==> config.mk <==
export PLATFORM = sky130hd
export DESIGN_NAME = gate_array_deglitch
export DESIGN_NICKNAME = d
export VERILOG_FILES = /design/src/rtl/gate_array_deglitch.sv
export SDC_FILE = /design/constraint.sdc
export NUM_CORES = 1
export LEC_CHECK = 0
export CAP_MARGIN = 40
export CORE_MARGIN = 2
export CORE_UTILIZATION = 45
export DETAILED_ROUTE_END_ITERATION = 16
export GPL_TIMING_DRIVEN = 0
export PLACE_DENSITY = 0.75
export RECOVER_POWER = 25
export SYNTH_ARGS = -nofsm -noshare
export SYNTH_HDL_FRONTEND = slang
export SYNTH_SLANG_ARGS = --single-unit
==> constraint.sdc <==
create_clock -name clk -period 1.8 [get_ports clk]
set_input_delay 0.18 -clock clk [delete_from_list [all_inputs] [get_ports clk]]
set_output_delay 0.18 -clock clk [all_outputs]
set_load 0.1 [all_outputs]
==> src/rtl/gate_array_deglitch.sv <==
// gate_array_deglitch: CHANNELS independent INPUTS-wide gates with a shared,
// run-time selectable function (OR/NOR/AND/NAND). Each gate result passes
// through a per-channel stability filter, so y[c] only moves once the new
// result has persisted for FILTER_CYCLES consecutive enabled clocks.
module gate_array_deglitch #(
  parameter int CHANNELS      = 3,
  parameter int INPUTS        = 3,
  parameter int FILTER_CYCLES = 4
) (
  input  logic                         clk,
  input  logic                         rst_n,
  input  logic                         en,
  input  logic [1:0]                   mode,
  input  logic [CHANNELS*INPUTS-1:0]   a,
  output logic [CHANNELS-1:0]          y_raw,
  output logic [CHANNELS-1:0]          y,
  output logic [CHANNELS-1:0]          chg
);

  // The counter never exceeds FILTER_CYCLES-1, so clog2 bits suffice; keep at
  // least one bit so FILTER_CYCLES=1 still has a legal (always-zero) counter.
  localparam int              CNT_W    = (FILTER_CYCLES > 1) ? $clog2(FILTER_CYCLES) : 1;
  localparam logic [CNT_W-1:0] CNT_LAST = CNT_W'(FILTER_CYCLES - 1);

  logic [CHANNELS*INPUTS-1:0]      a_q;
  logic [1:0]                      mode_q;
  logic [CHANNELS-1:0][CNT_W-1:0]  cnt;

  // Single input register stage; loads every edge regardless of en.
  always_ff @(posedge clk or negedge rst_n) begin
    if (!rst_n) begin
      a_q    <= '0;
      mode_q <= 2'b00;
    end else begin
      a_q    <= a;
      mode_q <= mode;
    end
  end

  // Unfiltered gate per channel: mode_q[1] picks AND over OR, mode_q[0] inverts.
  always_comb begin
    y_raw = '0;
    for (int c = 0; c < CHANNELS; c++) begin
      y_raw[c] = (mode_q[1] ? (&a_q[c*INPUTS +: INPUTS]) : (|a_q[c*INPUTS +: INPUTS])) ^ mode_q[0];
    end
  end

  // Stability filter: count consecutive cycles of disagreement, commit on the last one.
  always_ff @(posedge clk or negedge rst_n) begin
    if (!rst_n) begin
      y   <= '0;
      chg <= '0;
      cnt <= '0;
    end else if (!en) begin
      chg <= '0;
      cnt <= '0;
    end else begin
      for (int c = 0; c < CHANNELS; c++) begin
        if (y_raw[c] == y[c]) begin
          cnt[c] <= '0;
          chg[c] <= 1'b0;
        end else if (cnt[c] == CNT_LAST) begin
          y[c]   <= y_raw[c];
          cnt[c] <= '0;
          chg[c] <= 1'b1;
        end else begin
          cnt[c] <= cnt[c] + CNT_W'(1);
          chg[c] <= 1'b0;
        end
      end
    end
  end

endmodule

Yosys cells after proc, flatten, opt, wreduce, memory -nomap -nowiden
Cells that the tools add are included.
{"block": "totals", "ff_bits": 23, "inputBits": 14, "out_inout_bits": 9, "wordCells": 50}
{"block": "op_classes", "addsub": 3, "eq_ne": 6, "mux": 17, "bitwise_logic": 6, "n_reduce_logical": 9}
{"cell": "AND reduction 3 bit", "n": 6}
{"cell": "two-way mux 2 bit", "n": 6}
{"cell": "two-way mux 1 bit", "n": 9}
{"cell": "OR reduction 3 bit", "n": 3}
{"cell": "adder 2 x 1 -> 2 bit, second input constant", "n": 3}
{"cell": "== test 2 bit, second input constant", "n": 3}
{"cell": "two-way mux 6 bit", "n": 1}
{"cell": "== test 1 bit", "n": 3}
{"cell": "two-way mux 3 bit", "n": 1}
{"cell": "NOT 1 bit", "n": 3}
{"cell": "bitwise XOR 1 bit", "n": 3}

Logic depth before layout (Yosys ltp)
Gate-level depths: netlist of run 1.
{"block": "depth", "ltp_word": 6, "depth_mapped": 4, "depth_no_buf": 4}

Least setup slack after synthesis of run 1
No wires, ideal clock.
{"block": "synth_path", "path_kind": "reg2reg", "startpoint": "register mode_q[1]", "endpoint": "register y[2]", "setup_time_ps": 76, "arrival_time_ps": 2680, "t_required_ps": 1724, "path_slack_ps": -957, "path_stages_with_launch": 5, "path_buffers": 0, "period_less_slack_ps": 2757, "path_cell_list": "dfrtp_1 > o21ba_2 > o2bb2ai_1 > xnor2_1 > mux2_2"}
{"block": "synth_between", "elab_chain_len": 5}
{"item": "start: declaration", "line": "26", "text": "logic [1:0] mode_q;"}
{"item": "start signal: assignment", "line": "36", "text": "mode_q <= mode;"}
{"item": "two-way mux 1 bit (*)", "line": "44", "text": "y_raw[c] = (mode_q[1] ? (&a_q[c*INPUTS +: INPUTS]) : (|a_q[c*INPUTS +: INPUTS])) ^ mode_q[0];"}
{"item": "bitwise XOR 1 bit (*)", "line": "44"}
{"item": "named net y_raw[2]", "line": "15", "text": "output logic [CHANNELS-1:0] y_raw,"}
{"item": "== test 1 bit", "line": "59", "text": "if (y_raw[c] == y[c]) begin"}
{"item": "NOT 1 bit (no line)"}
{"item": "AND reduction 3 bit (no line)"}
{"item": "end signal: indexed assignment", "line": "63", "text": "y[c] <= y_raw[c];"}
{"item": "end: declaration", "line": "16", "text": "output logic [CHANNELS-1:0] y,"}
Mark *: on every way through the listed nets, which the timed path passes. The rest lies on a longest branch.
A chain may end at the register's enable or synchronous reset.

Final worst setup path of run 1
{"block": "layout_path", "startpoint": "register a_q[7]", "endpoint": "output port y_raw[2]"}
{"block": "layout_between", "elab_chain_len": 3, "word_cells_on_any_way": 4, "classes_between": "1 x mux; 1 x bitwise; 2 x reduce/logical"}
{"item": "start: declaration", "line": "25", "text": "logic [CHANNELS*INPUTS-1:0] a_q;"}
{"item": "start signal: assignment", "line": "32", "text": "a_q <= '0;"}
{"item": "start signal: assignment", "line": "35", "text": "a_q <= a;"}
{"item": "OR reduction 3 bit / AND reduction 3 bit (equally long branches)", "line": "44"}
{"item": "two-way mux 1 bit (*)", "line": "44"}
{"item": "bitwise XOR 1 bit (*)", "line": "44"}
{"item": "end: declaration", "line": "15"}
Every way passes the cells marked *; elsewhere a longest branch is shown, timed or not.

==> results of run 1 <==
## worst min-delay path: stages
cell,delay (ns)
buf_1,0.17
nand2_1,0.09
nor2_1,0.03
## sequential cells by signal (all words and copies together), names as in the netlist
register  count
cnt           6
y             3
a_q           9
chg           3
mode_q        2
## worst max-delay path by stage
stage | endpoint | slack, ns | cells after the start
final | y_raw[2] | 0.11 | 4
after global routing | y_raw[2] | 0.04 | 4
after CTS | y_raw[0] | 0.09 | 4
after detailed placement | y_raw[2] | -0.27 | 5
after global placement | y_raw[2] | -0.64 | 4
after floorplan | cnt[0] | 0.06 | 2
## metal layers
| metal | share of wire | vias to the layer above | GRT usage |
|---|---|---|---|
| li1 | - | 278 | - |
| met1 | 0.43 | 287 | 0.197 |
| met2 | 0.52 | 21 | 0.266 |
| met3 | 0.049 | 2 | 0.0278 |
| met4 | 0.0074 | 0 | 0.0286 |
| met5 | 0 | - | 0 |
## through the flow
stage	cell area, um^2	util	setup WS [ns]	hold slack (ns)
after floorplan	948	-	0.0600	-0.116
after global placement	1190	0.620	-0.642	0.429
after detailed placement	1340	0.699	-0.268	0.439
after CTS	1430	0.742	0.0923	0.181
after global routing	1430	0.742	0.0437	0.213
final	1430	0.742	0.108	0.202
## cells in the final DEF (no fill, tap or decap), types with 6 or more instances in the layout
| cell type | instances |
|---|---|
| dfrtp_1 | 22 |
| nor2_1 | 6 |
| clkdlybuf4s50_1 | 6 |
| buf_8 | 7 |
| dlygate4sd3_1 | 12 |
| nand2_1 | 9 |
## report_power, final
part	internal [uW]	leakage [uW]	switching (uW)
combinational	329	0.000340	433
clock	86.3	0.0000150	135
sequential	593	0.000290	52.6
total	1010	0.000645	621
## logic make-up after synthesis
group                    Yosys count
XOR/XNOR                           6
flip-flops                        23
AND/OR/NAND/NOR                   18
multiplexers                       3
buffers and inverters              2
AO/OA/AOI/OAI                      6
adder cells (fa/ha/maj)            3
## layout make-up
cell class | instances | area [um^2] | share of cell area
plain buffers | 2 | 8.76 | 0.00614
clock buffers | 4 | 26.3 | 0.0184
multi-input cells | 36 | 420 | 0.295
flip-flops and latches | 23 | 577 | 0.404
well taps | 27 | 33.8 | 0.0237
repair buffers | 30 | 360 | 0.253
## timing repair
item | in CTS | in global routing
resized for setup | 10 | 0
endpoints found under the setup margin | 3 | 0
setup buffers | 2 | 0
==> results.toml, run 1 <==
[logic_synthesis]
synth_warnings = 0
synthAdderAreaFrac = 0.0421
yosysMostFrequentCell = "dfrtp_1"
postSynthAreaPerCell_um2 = 14.6
ys_top_cells_by_area = "dfrtp_1 65%, xor3_1 8.0%, ha_1 4.2%"
synth.distinct_cells = 13
synth_edf_count = 0
synth_compound_area_frac = 0.0631
syn_nets = 78
synth_xor_area_frac = 0.109
yosys-top-cells-count = "23 x dfrtp_1, 9 x nand2_1, 6 x nor2_1"
async_flop_share = 1.00
ys_seq_area_frac = 0.645
synth_top_area_frac = 0.645
yosysTopAreaCell = "dfrtp_1"
synth_mux_area_frac = 0.0379
synth-simple-area-share = 0.0926
syn_inst = 61
synth_area_um2 = 892
ys.flop_type = "dfrtp_1"
synth-seq-cells = 23
synth_top_family_by_area = "XOR/XNOR gates"

[global_routing]
grt_overflow = 0
global_route.usage.total = 0.151
antenna_found_initial = 0
grt_pass1_vias = 630
grt_max_degree = 15
grt_pass1_wl_um = 2770

[power]
p_per_area_mw_per_mm2 = 1140
finalPower_uw = 1630
p_leak_uw = 0.000645
vdd_drop_max_uv = 676

[die]
num_rows = 16
die_x_um = 48.5
die_area_mm2 = 0.00235
ioPinCount = 23
core_mm2 = 0.00192
die_h_um = 48.5
start_util = 0.464

[sta]
fin_skew_ns = 0.00444
rsz0062_at_grt = "false"
period_needed_ns = 1.69
worstMarginPinSlew_ns = 0.473
hold_violations = 0
fin_crit_sh = 0.940
max_freq_mhz = 591
relSlewSlack = 0.684
drv_slew = 0
fin_setup_tns_ns = 0
setup_viol = 0

[status]
outcome = "completed"

[finish]
drive_gt1_frac = 0.284
nets = 113
antenna_cells = 0
nFillCells = 132
syn2layout_area_growth_pct = 59.9
stdcell_count = 122

[cts]
clock_path_buffers = 2
h-tree-depth = 1
cts_tree = "yes"
cts_hold_buffers = 0
clk_latency_ns = 0.30
cts_root_buf = "clkbuf_4"
cts.sinks = 23
numCtsBuffers = 3
clkTransAtPathRegs_ns = 0.11

[critical_path]
crit_path_end_kind = "primary output"
cp.arrival_ns = 1.51
reg2reg_from = "mode_q[0]"
reg2reg_depth = 3
cp_num_buf_inv = 1
required_ns = 1.62
critPathTopFamily = "compound AO/OA/AOI/OAI gates"
start_kind = "flop"
r2r_slack_ns = 0.27
worst-path-max-fanout = 2
crit_slowest_cell = "dfrtp_1"
r2r_end = "cnt[4]"
crit_path_start = "a_q[7]"
critical_path_class = "reg -> out"
cp_cell_sequence = "o21ba_2 -> o2bb2ai_4 -> xnor2_4 -> buf_12"
slowest_delay_ns = 0.40

[min_path]
hold_depth = 3
min-delay-start = "en"
hold_end = "cnt[5]"
worstHoldPathType = "in -> reg"

[drt]
dr.pass1.iters = 3
drtIter0Drc = 2
wl_per_cell_um = 12.2
routed_wl_um = 1480
drcViolationCount = 0
drtAntennaViolNets = 0
vias = 588
via_per_inst = 4.82

[placement]
hpwlAfterDp_um = 1110
placed_cells = 119
place.gp.congestion = 0.709
io_buffer_count = 21

[run]
cap_violations = 0
(Power assumes the default switching activity.)
==> run 2, diff against run 1 <==
ABC_CLOCK_PERIOD_IN_PS = 1800   (was unset)
CORE_UTILIZATION = 35   (was 45)
PLACE_DENSITY = unset   (was 0.75)
==> run 2 against run 1 <==
  * Clock skew fell by 0.0021 ns
  * Final cell count rose by 2.5%
  * Sequential power barely moved
  * Clock power rose by 3%
  * Flip-flop and latch count did not move
  * Count of clock-buffer cells in the layout did not move
  * Die area rose by 26%
  * Register-to-register slack barely moved
  * Hold slack improved by 0.0024 ns
  * Design area rose by 1.1%
  * Highest routed layer unchanged
==> results.toml, run 2 (same netlist as run 1, synthesis figures left out) <==
[die]
die_area_mm2 = 0.00297
die_h_um = 54.5
num_rows = 18
start_util = 0.363
ioPinCount = 23
core_mm2 = 0.00245
die_x_um = 54.5

[min_path]
worstHoldPathType = "in -> async"

[sta]
fin_setup_tns_ns = 0
rsz0062_at_grt = "false"
worstMarginPinSlew_ns = 0.353
setup_viol = 0
fin_skew_ns = 0.00231
max_freq_mhz = 591
period_needed_ns = 1.69
drv_slew = 0
hold_violations = 0
relSlewSlack = 0.764
fin_crit_sh = 0.939

[placement]
dpl_cell_area_mm2 = 0.00136
io_buffer_count = 21
hpwlAfterDp_um = 1200
place.gp.congestion = 0.671

[finish]
finish.utilization = 0.588
ff_latch_area_um2 = 577
drive_gt1_frac = 0.284
syn2layout_area_growth_pct = 61.7
reg.largest.list = "a_q x9, cnt x6"
final_common_cell = "dfrtp_1"
layout_common_cells = "22 x dfrtp_1, 12 x dlygate4sd3_1, 9 x nand2_1"
top_register = "a_q"
nFillCells = 201
final_cell_area_mm2 = 0.00144
multi_input_area_um2 = 420
antenna_cells = 0
nets = 113
largest_reg_flops = 9

[cts]
clock_path_buffers = 2
cts.sinks = 23
h-tree-depth = 1
numCtsBuffers = 3
clk_latency_ns = 0.30
cts_tree = "yes"
clkTransAtPathRegs_ns = 0.11
cts_root_buf = "clkbuf_4"

[drt]
via_per_inst = 4.68
met1_length_um = 557
wl_per_cell_um = 12.2
vias = 585
dr.pass1.iters = 4
routed_wl_um = 1530
highest_layer = "met4"
wl_met2_um = 874
drtAntennaViolNets = 0
drcViolationCount = 0
drtIter0Drc = 4
met3WireLength_um = 68

[global_routing]
grt_pass1_wl_um = 2700
grt_pass1_vias = 610
global_route.usage.total = 0.137
antenna_found_initial = 0
grt_overflow = 0
grt_max_degree = 20

[critical_path]
critPathTopFamily = "flip-flops"
critical_path_class = "reg -> out"
cp.arrival_ns = 1.51
slowest_delay_ns = 0.45
worst-path-max-fanout = 5
cp_num_buf_inv = 1
start_kind = "flop"
cp_cell_sequence = "o21ba_1 -> o2bb2ai_4 -> xnor2_4 -> buf_12"
crit_path_end_kind = "primary output"
required_ns = 1.62
crit_slowest_cell = "dfrtp_2"

[power]
p_leak_uw = 0.000650
vdd_drop_max_uv = 760
finalPower_uw = 1640
p_per_area_mw_per_mm2 = 1140

[status]
outcome = "completed"

[run]
cap_violations = 0
-- run 2: power by group --
part           switching [uW]  internal (uW)  leakage, uW
sequential               52.3            593     0.000290
combinational             439            332     0.000345
clock                     143           86.4    0.0000150
-- run 2: final cells by class --
cell class,instances,share of cell area
buffer,2,0.00607
multi-input combinational,36,0.291
sequential,23,0.400
tap,30,0.0260
clock buffer,4,0.0182
timing repair buffer,30,0.258
-- run 2: timing repair --
action / in CTS / in global routing
hold buffers: 0 / 0
buffers inserted: 2 / 0
gates resized for setup: 10 / 0
setup endpoints to repair: 3 / 0
-- run 2: per-stage QoR --
stage | hold WS (ns) | setup WS [ns] | instances
3_5_place_dp | 0.435 | -0.297 | 122
3_3_place_gp | 0.432 | -0.660 | 112
4_1_cts | 0.140 | 0.0985 | 125
5_1_grt | 0.203 | 0.0166 | 125
6_report | 0.205 | 0.109 | 125
2_1_floorplan | -0.116 | 0.0600 | 61
-- run 2: path summary, 6_finish.rpt --
path	from	end	slack [ns]	cells after the start
setup / recovery	mode_q[1]	y_raw[0]	0.11	4
hold / removal	rst_n	chg[2]	0.20	1
setup reg to reg	mode_q[0]	cnt[0]	0.26	3
hold reg to reg	cnt[2]	cnt[2]	0.46	1
max in group asynchronous	rst_n	mode_q[1]	1.19	2
min in group clk	en	cnt[1]	0.22	3
-- run 2: metal layers --
layer  vias up  GRT usage
met3         4     0.0328
met1       288      0.168
met4         0     0.0750
met2        19      0.221
li1        274          -
met5         -          0
